## src/rtl/div_step_stage.sv

```systemverilog
// One restoring-division step (trial subtract, quotient-bit insert, divisor shift) into a 1-entry output slot.
// Latency: 1 cycle from accept to valid_out; one operation per cycle when downstream is ready.
// Backpressure: ready_in = ~valid_out | ready_out; a full slot with ready_out low holds every output.
module div_step_stage #(
    parameter int divisorBITS  = 8,
    parameter int dividendBITS = 16,
    parameter int TAGBITS      = 4,
    localparam int addBITS     = divisorBITS + dividendBITS - 1
) (
    input  logic                    clock,
    input  logic                    reset_n,
    input  logic                    valid_in,
    output logic                    ready_in,
    input  logic [addBITS-1:0]      rem_in,
    input  logic [addBITS-1:0]      div_in,
    input  logic [dividendBITS-1:0] quo_in,
    input  logic                    dz_in,
    input  logic [TAGBITS-1:0]      tag_in,
    output logic                    valid_out,
    input  logic                    ready_out,
    output logic [addBITS-1:0]      rem_out,
    output logic [addBITS-1:0]      div_out,
    output logic [dividendBITS-1:0] quo_out,
    output logic                    dz_out,
    output logic [TAGBITS-1:0]      tag_out
);

    logic [addBITS:0]        diff;
    logic                    borrow;
    logic                    accept;
    logic                    valid_d,  valid_q;
    logic [addBITS-1:0]      rem_d,    rem_q;
    logic [addBITS-1:0]      div_d,    div_q;
    logic [dividendBITS-1:0] quo_d,    quo_q;
    logic                    dz_q;
    logic [TAGBITS-1:0]      tag_q;

    // The extra top bit of the difference is the borrow: set when the divisor does not fit.
    always_comb begin
        diff   = {1'b0, rem_in} - {1'b0, div_in};
        borrow = diff[addBITS];
        rem_d  = borrow ? rem_in : diff[addBITS-1:0];
        div_d  = div_in >> 1;
        quo_d  = (quo_in << 1) | {{(dividendBITS-1){1'b0}}, ~borrow};
    end

    assign ready_in = ~valid_q | ready_out;
    assign accept   = valid_in & ready_in;
    assign valid_d  = accept | (valid_q & ~ready_out);

    always_ff @(posedge clock or negedge reset_n) begin
        if (!reset_n) begin
            valid_q <= 1'b0;
            rem_q   <= '0;
            div_q   <= '0;
            quo_q   <= '0;
            dz_q    <= 1'b0;
            tag_q   <= '0;
        end else begin
            valid_q <= valid_d;
            // Data registers only move on accept so bubbles leave the slot contents untouched.
            if (accept) begin
                rem_q <= rem_d;
                div_q <= div_d;
                quo_q <= quo_d;
                dz_q  <= dz_in;
                tag_q <= tag_in;
            end
        end
    end

    assign valid_out = valid_q;
    assign rem_out   = rem_q;
    assign div_out   = div_q;
    assign quo_out   = quo_q;
    assign dz_out    = dz_q;
    assign tag_out   = tag_q;

endmodule

```

## config.mk

```make
export PLATFORM = sky130hd
export DESIGN_NAME = div_step_stage
export DESIGN_NICKNAME = d
export VERILOG_FILES = /design/src/rtl/div_step_stage.sv
export SDC_FILE = /design/constraint.sdc
export NUM_CORES = 1
export LEC_CHECK = 0
export ABC_AREA = 1
export CAP_MARGIN = 20
export CORE_MARGIN = 2
export CORE_UTILIZATION = 43
export CTS_CLUSTER_SIZE = 14
export DETAILED_ROUTE_END_ITERATION = 16
export PLACE_DENSITY = 0.8
export SYNTH_ARGS = -nofsm -noshare
export SYNTH_HDL_FRONTEND = slang
export SYNTH_SLANG_ARGS = --single-unit
```

## constraint.sdc

```tcl
create_clock -name clock -period 1.4 [get_ports clock]
set_clock_uncertainty 0.15 [all_clocks]
set_input_delay 0.21 -clock clock [delete_from_list [all_inputs] [get_ports clock]]
set_output_delay 0.21 -clock clock [all_outputs]
set_load 0.02 [all_outputs]
```

# After elaboration in Yosys (flattened, before gate mapping)
# Index checks and enable logic that the tools add are counted.
# totals
register_bits	67
inputBits	71
output_inout_bits	69
elab_cells	16
# op_classes
add_sub_neg	1
muxes	1
bitwise	8
# ops
cell	n
$sub A23 B23 Y24	1
$mux W23	1
$or A16 B1 Y16	1
$not A1 Y1	3
$and A1 B1 Y1	2
$or A1 B1 Y1	2

# Longest topological paths before layout
# depth
depth_word	4
depth_mapped	15
ltp_nobuf	14

# Least setup slack after synthesis
# OpenSTA, ideal clock, no wires.
# synth_path
path_type	input-to-reg
start	input port div_in[18]
end	register rem_q[4] (netlist: rem_out[4])
setup_ns	0.117
arrival_ns	1.576
required_ns	1.133
setup_slack_ns	-0.442
stages	13
path_buffers	1
path_cell_list	inv_1 > ha_1 > nand2_1 > inv_1 > nand2_1 > nand2_1 > a21oi_4 > nand3_4 > buf_8 > nand2_2 > o21ai_2 > nand2_1 > nand2_1
# synth_between
elab_chain_cells	2
# synth_lines
item	line	source
from (decl)	15	input logic [addBITS-1:0] div_in,
$sub A23 B23 Y24	40	diff = {1'b0, rem_in} - {1'b0, div_in};
$mux W23	42	rem_d = borrow ? rem_in : diff[addBITS-1:0];
to (signal assigned)	63	rem_q <= rem_d;
to (decl)	32	logic [addBITS-1:0] rem_d, rem_q;
# Every way passes these cells.
# A chain may end at the register's enable or synchronous reset.

# Worst setup path after layout
# layout_path
start	input port div_in[11]
end	register rem_q[20] (netlist: rem_out[20])
# Same word-level chain as after synthesis.

==> results.yml <==
run_status:
  status: "complete, but fails checks"
  failed_checks: "hold timing, setup timing"
sta:
  finalSetupViolCount: 24
  period_share: 1.21
  min_period_ns: 1.70
  fin_hold_ws_ns: -0.0255
  hold_viol: 1
  rsz0062_at_grt: "true"
  report.final.slew_viol_count: 0
  setup_slack_ns: -0.299
  fmax_ghz: 0.589
floorplanning:
  fp.dieW_um: 108
  chipHeight_um: 108
  io_pins: 140
  rows: 37
  core_region_area_um2: 10400
  initial_utilization: 0.445
  die_area_um2: 11600
cts:
  cts_max_path_buffers: 2
  root_buffer: "clkbuf_8"
  clk_pin_slew_ns: 0.09
  clkLatencyLatePin_ns: 0.36
  cts_sinks: 67
  cts_tree: "done"
  cts_buffers: 9
  htreeDepth: 3
drt:
  dr.pass1.iters: 6
  routedWlPerCell_um: 15.8
  drc_errors: 0
  wirelength_mm: 17.5
  num_vias: 5606
  drtAntennaViolNets: 0
  drtIter0Drc: 528
  via_per_inst: 5.08
worst_setup_path:
  cp.required_ns: 1.51
  crit_type: "input pin to flip-flop"
  max_stage_delay_ns: 0.21
  cp_max_fo: 4
  path_buf_inv: 5
  setup.worst_path.end_class: "flip-flop"
  cpLargestDelayFamily: "simple AND/OR/NAND/NOR gates"
  r2r_slack_ns: -0.05
  cp.arrival_ns: 1.81
  crit_chain: "buf_2 -> inv_2 -> ha_4 -> buf_4 -> nand2_1 -> inv_1 -> nand2_2 -> inv_1 -> nand2_1 -> nand2_1 -> nand2_1 -> nand3_1 -> nand2_2 -> nand3_4 -> nand2_2 -> nand2_2"
  start_kind: "input pin"
  cpMaxStageDelayCell: "ha_4"
placement:
  post-dp-hpwl_mm: 11.9
  place_congestion: 0.983
  io_buffers: 137
  dp_slack_ns: -1.07
  placed_cells: 1040
  place_area_um2: 7080
synthesis:
  ys.flop_type: "dfrtp_1"
  netlist_area_um2: 4620
  syn_inst: 712
  async_reset_ff_frac: 1.00
  post_synth_num_cell_types: 32
  synth_edf_count: 0
  ys_seq_elements: 67
  syn_area_per_cell_um2: 6.49
  synth_top_area_frac: 0.363
  synth_most_common_cell: "nand2_1"
  syn_nets: 807
  yosysWarnings: 0
  ys_seq_area_frac: 0.363
  synth_top_area_cell: "dfrtp_1"
  synth.top_cells.by_count: "317 x nand2_1, 127 x inv_1, 67 x dfrtp_1, 44 x nand3_1, 33 x nor2_1"
  synth.area.top_cells: "dfrtp_1 36%, nand2_1 26%, inv_1 10%"
final_layout:
  final_layout_size_suffix_gt1_frac: 0.424
  fin_area_um2: 7990
  area_growth_pct: 72.9
  n_antenna_cell: 0
  final_util: 0.770
  layout.cells.non_filler: 1103
  final_nets: 1057
global_route:
  antenna_found_initial: 0
  grt_pass1_vias: 5574
  overflow: 0
  grt_start_max_net_pins: 37
  grt_pass1_wl_mm: 27.0
  grt_usage: 0.298
worst_hold_path:
  hold_path.class: "input pin to flip-flop"
job:
  drv_cap: 0
pwr:
  p_total_mw: 7.37
  p_leak_nw: 4.27
  peakVddDrop_v: 0.000469
  power_density_nw_per_um2: 923
==> final cells by class <==
cell class	count	area, µm²
multi-input cells	500	3240
well taps	136	170
fillers	714	2380
flip-flops and latches	67	1680
clock buffers	12	155
clock inverters	4	25.0
repair buffers	256	2180
inverters	128	539
==> layout by cell type (no fill, tap or decap), drive strengths merged <==
master           n
nand2          327
clkbuf          40
xor2             3
clkdlybuf4s50   22
nand4           14
and2             1
clkdlybuf4s15   33
nand3b           1
conb             1
o21ai           31
fa               1
nand3           45
clkinv           2
ha              23
or2              1
dlygate4sd3     15
nor3             1
nor2            36
dfrtp           67
inv            127
a21oi           11
clkinvlp         3
buf            158
xnor2            4
==> per-stage QoR <==
step	setup TNS [ns]	hold slack [ns]
floorplan	-6.61	-0.236
global placement	-31.93	0.0157
detailed placement	-33.62	0.0195
CTS	-3.34	0.00194
global route	-6.76	0.00316
finish	-4.89	-0.0255
==> tightest hold or removal path, delay by kind of cell <==
| kind | cells | cell delay, ns |
|---|---|---|
| buffers and inverters | 2 | 0.15 |
| AO/OA/AOI/OAI | 1 | 0.08 |
==> power by group <==
part,internal (mW),switching (mW)
Combinational,1.50,1.93
Clock,0.734,0.799
Sequential,2.24,0.178
Total,4.47,2.91
==> what timing repair did <==
action | in CTS | in global routing
setup endpoints to repair | 92 | 76
resized for setup | 462 | 105
cloned | 3 | 0
buffers inserted | 24 | 5
pin swaps | 93 | 34
hold endpoints to repair | 81 | 0
hold buffers | 15 | 0
==> state kept, by name, summed over array words and instances, names as in the netlist <==
| name | cells |
|---|---|
| div_out | 22 |
| dz_out | 1 |
| quo_out | 16 |
| rem_out | 23 |
| tag_out | 4 |
| valid_out | 1 |
==> kinds of logic after synthesis <==
group,Yosys count,synth area share
flops,67,0.363
fa+ha+maj,24,0.0666
simple gates,426,0.381
compound gates,42,0.0504
other cells,1,0.000812
buf+inv,145,0.125
xor+xnor,7,0.0133
==> routing by layer <==
metal  vias to the layer above  GRT usage  routed length, µm
met1                      2613      0.376               7040
met2                       270      0.517               8600
li1                       2671          -                  -
met3                        52     0.0466               1300
met4                         0      0.107                532
met5                         -          0                  0
==> worst paths after layout <==
check,startpoint,endpoint,cells past startpoint
worst max-delay path,div_in[11],rem_out[20]$_DFFE_PN0P_,16
worst max register to register,valid_out$_DFF_PN0_,rem_out[19]$_DFFE_PN0P_,8
max in group asynchronous,reset_n,div_out[20]$_DFFE_PN0P_,3
worst min register to register,quo_out[6]$_DFFE_PN0P_,quo_out[6]$_DFFE_PN0P_,2
worst min-delay path,div_in[17],div_out[16]$_DFFE_PN0P_,3
min in group asynchronous,reset_n,rem_out[1]$_DFFE_PN0P_,2
(Power assumes the default switching activity.)
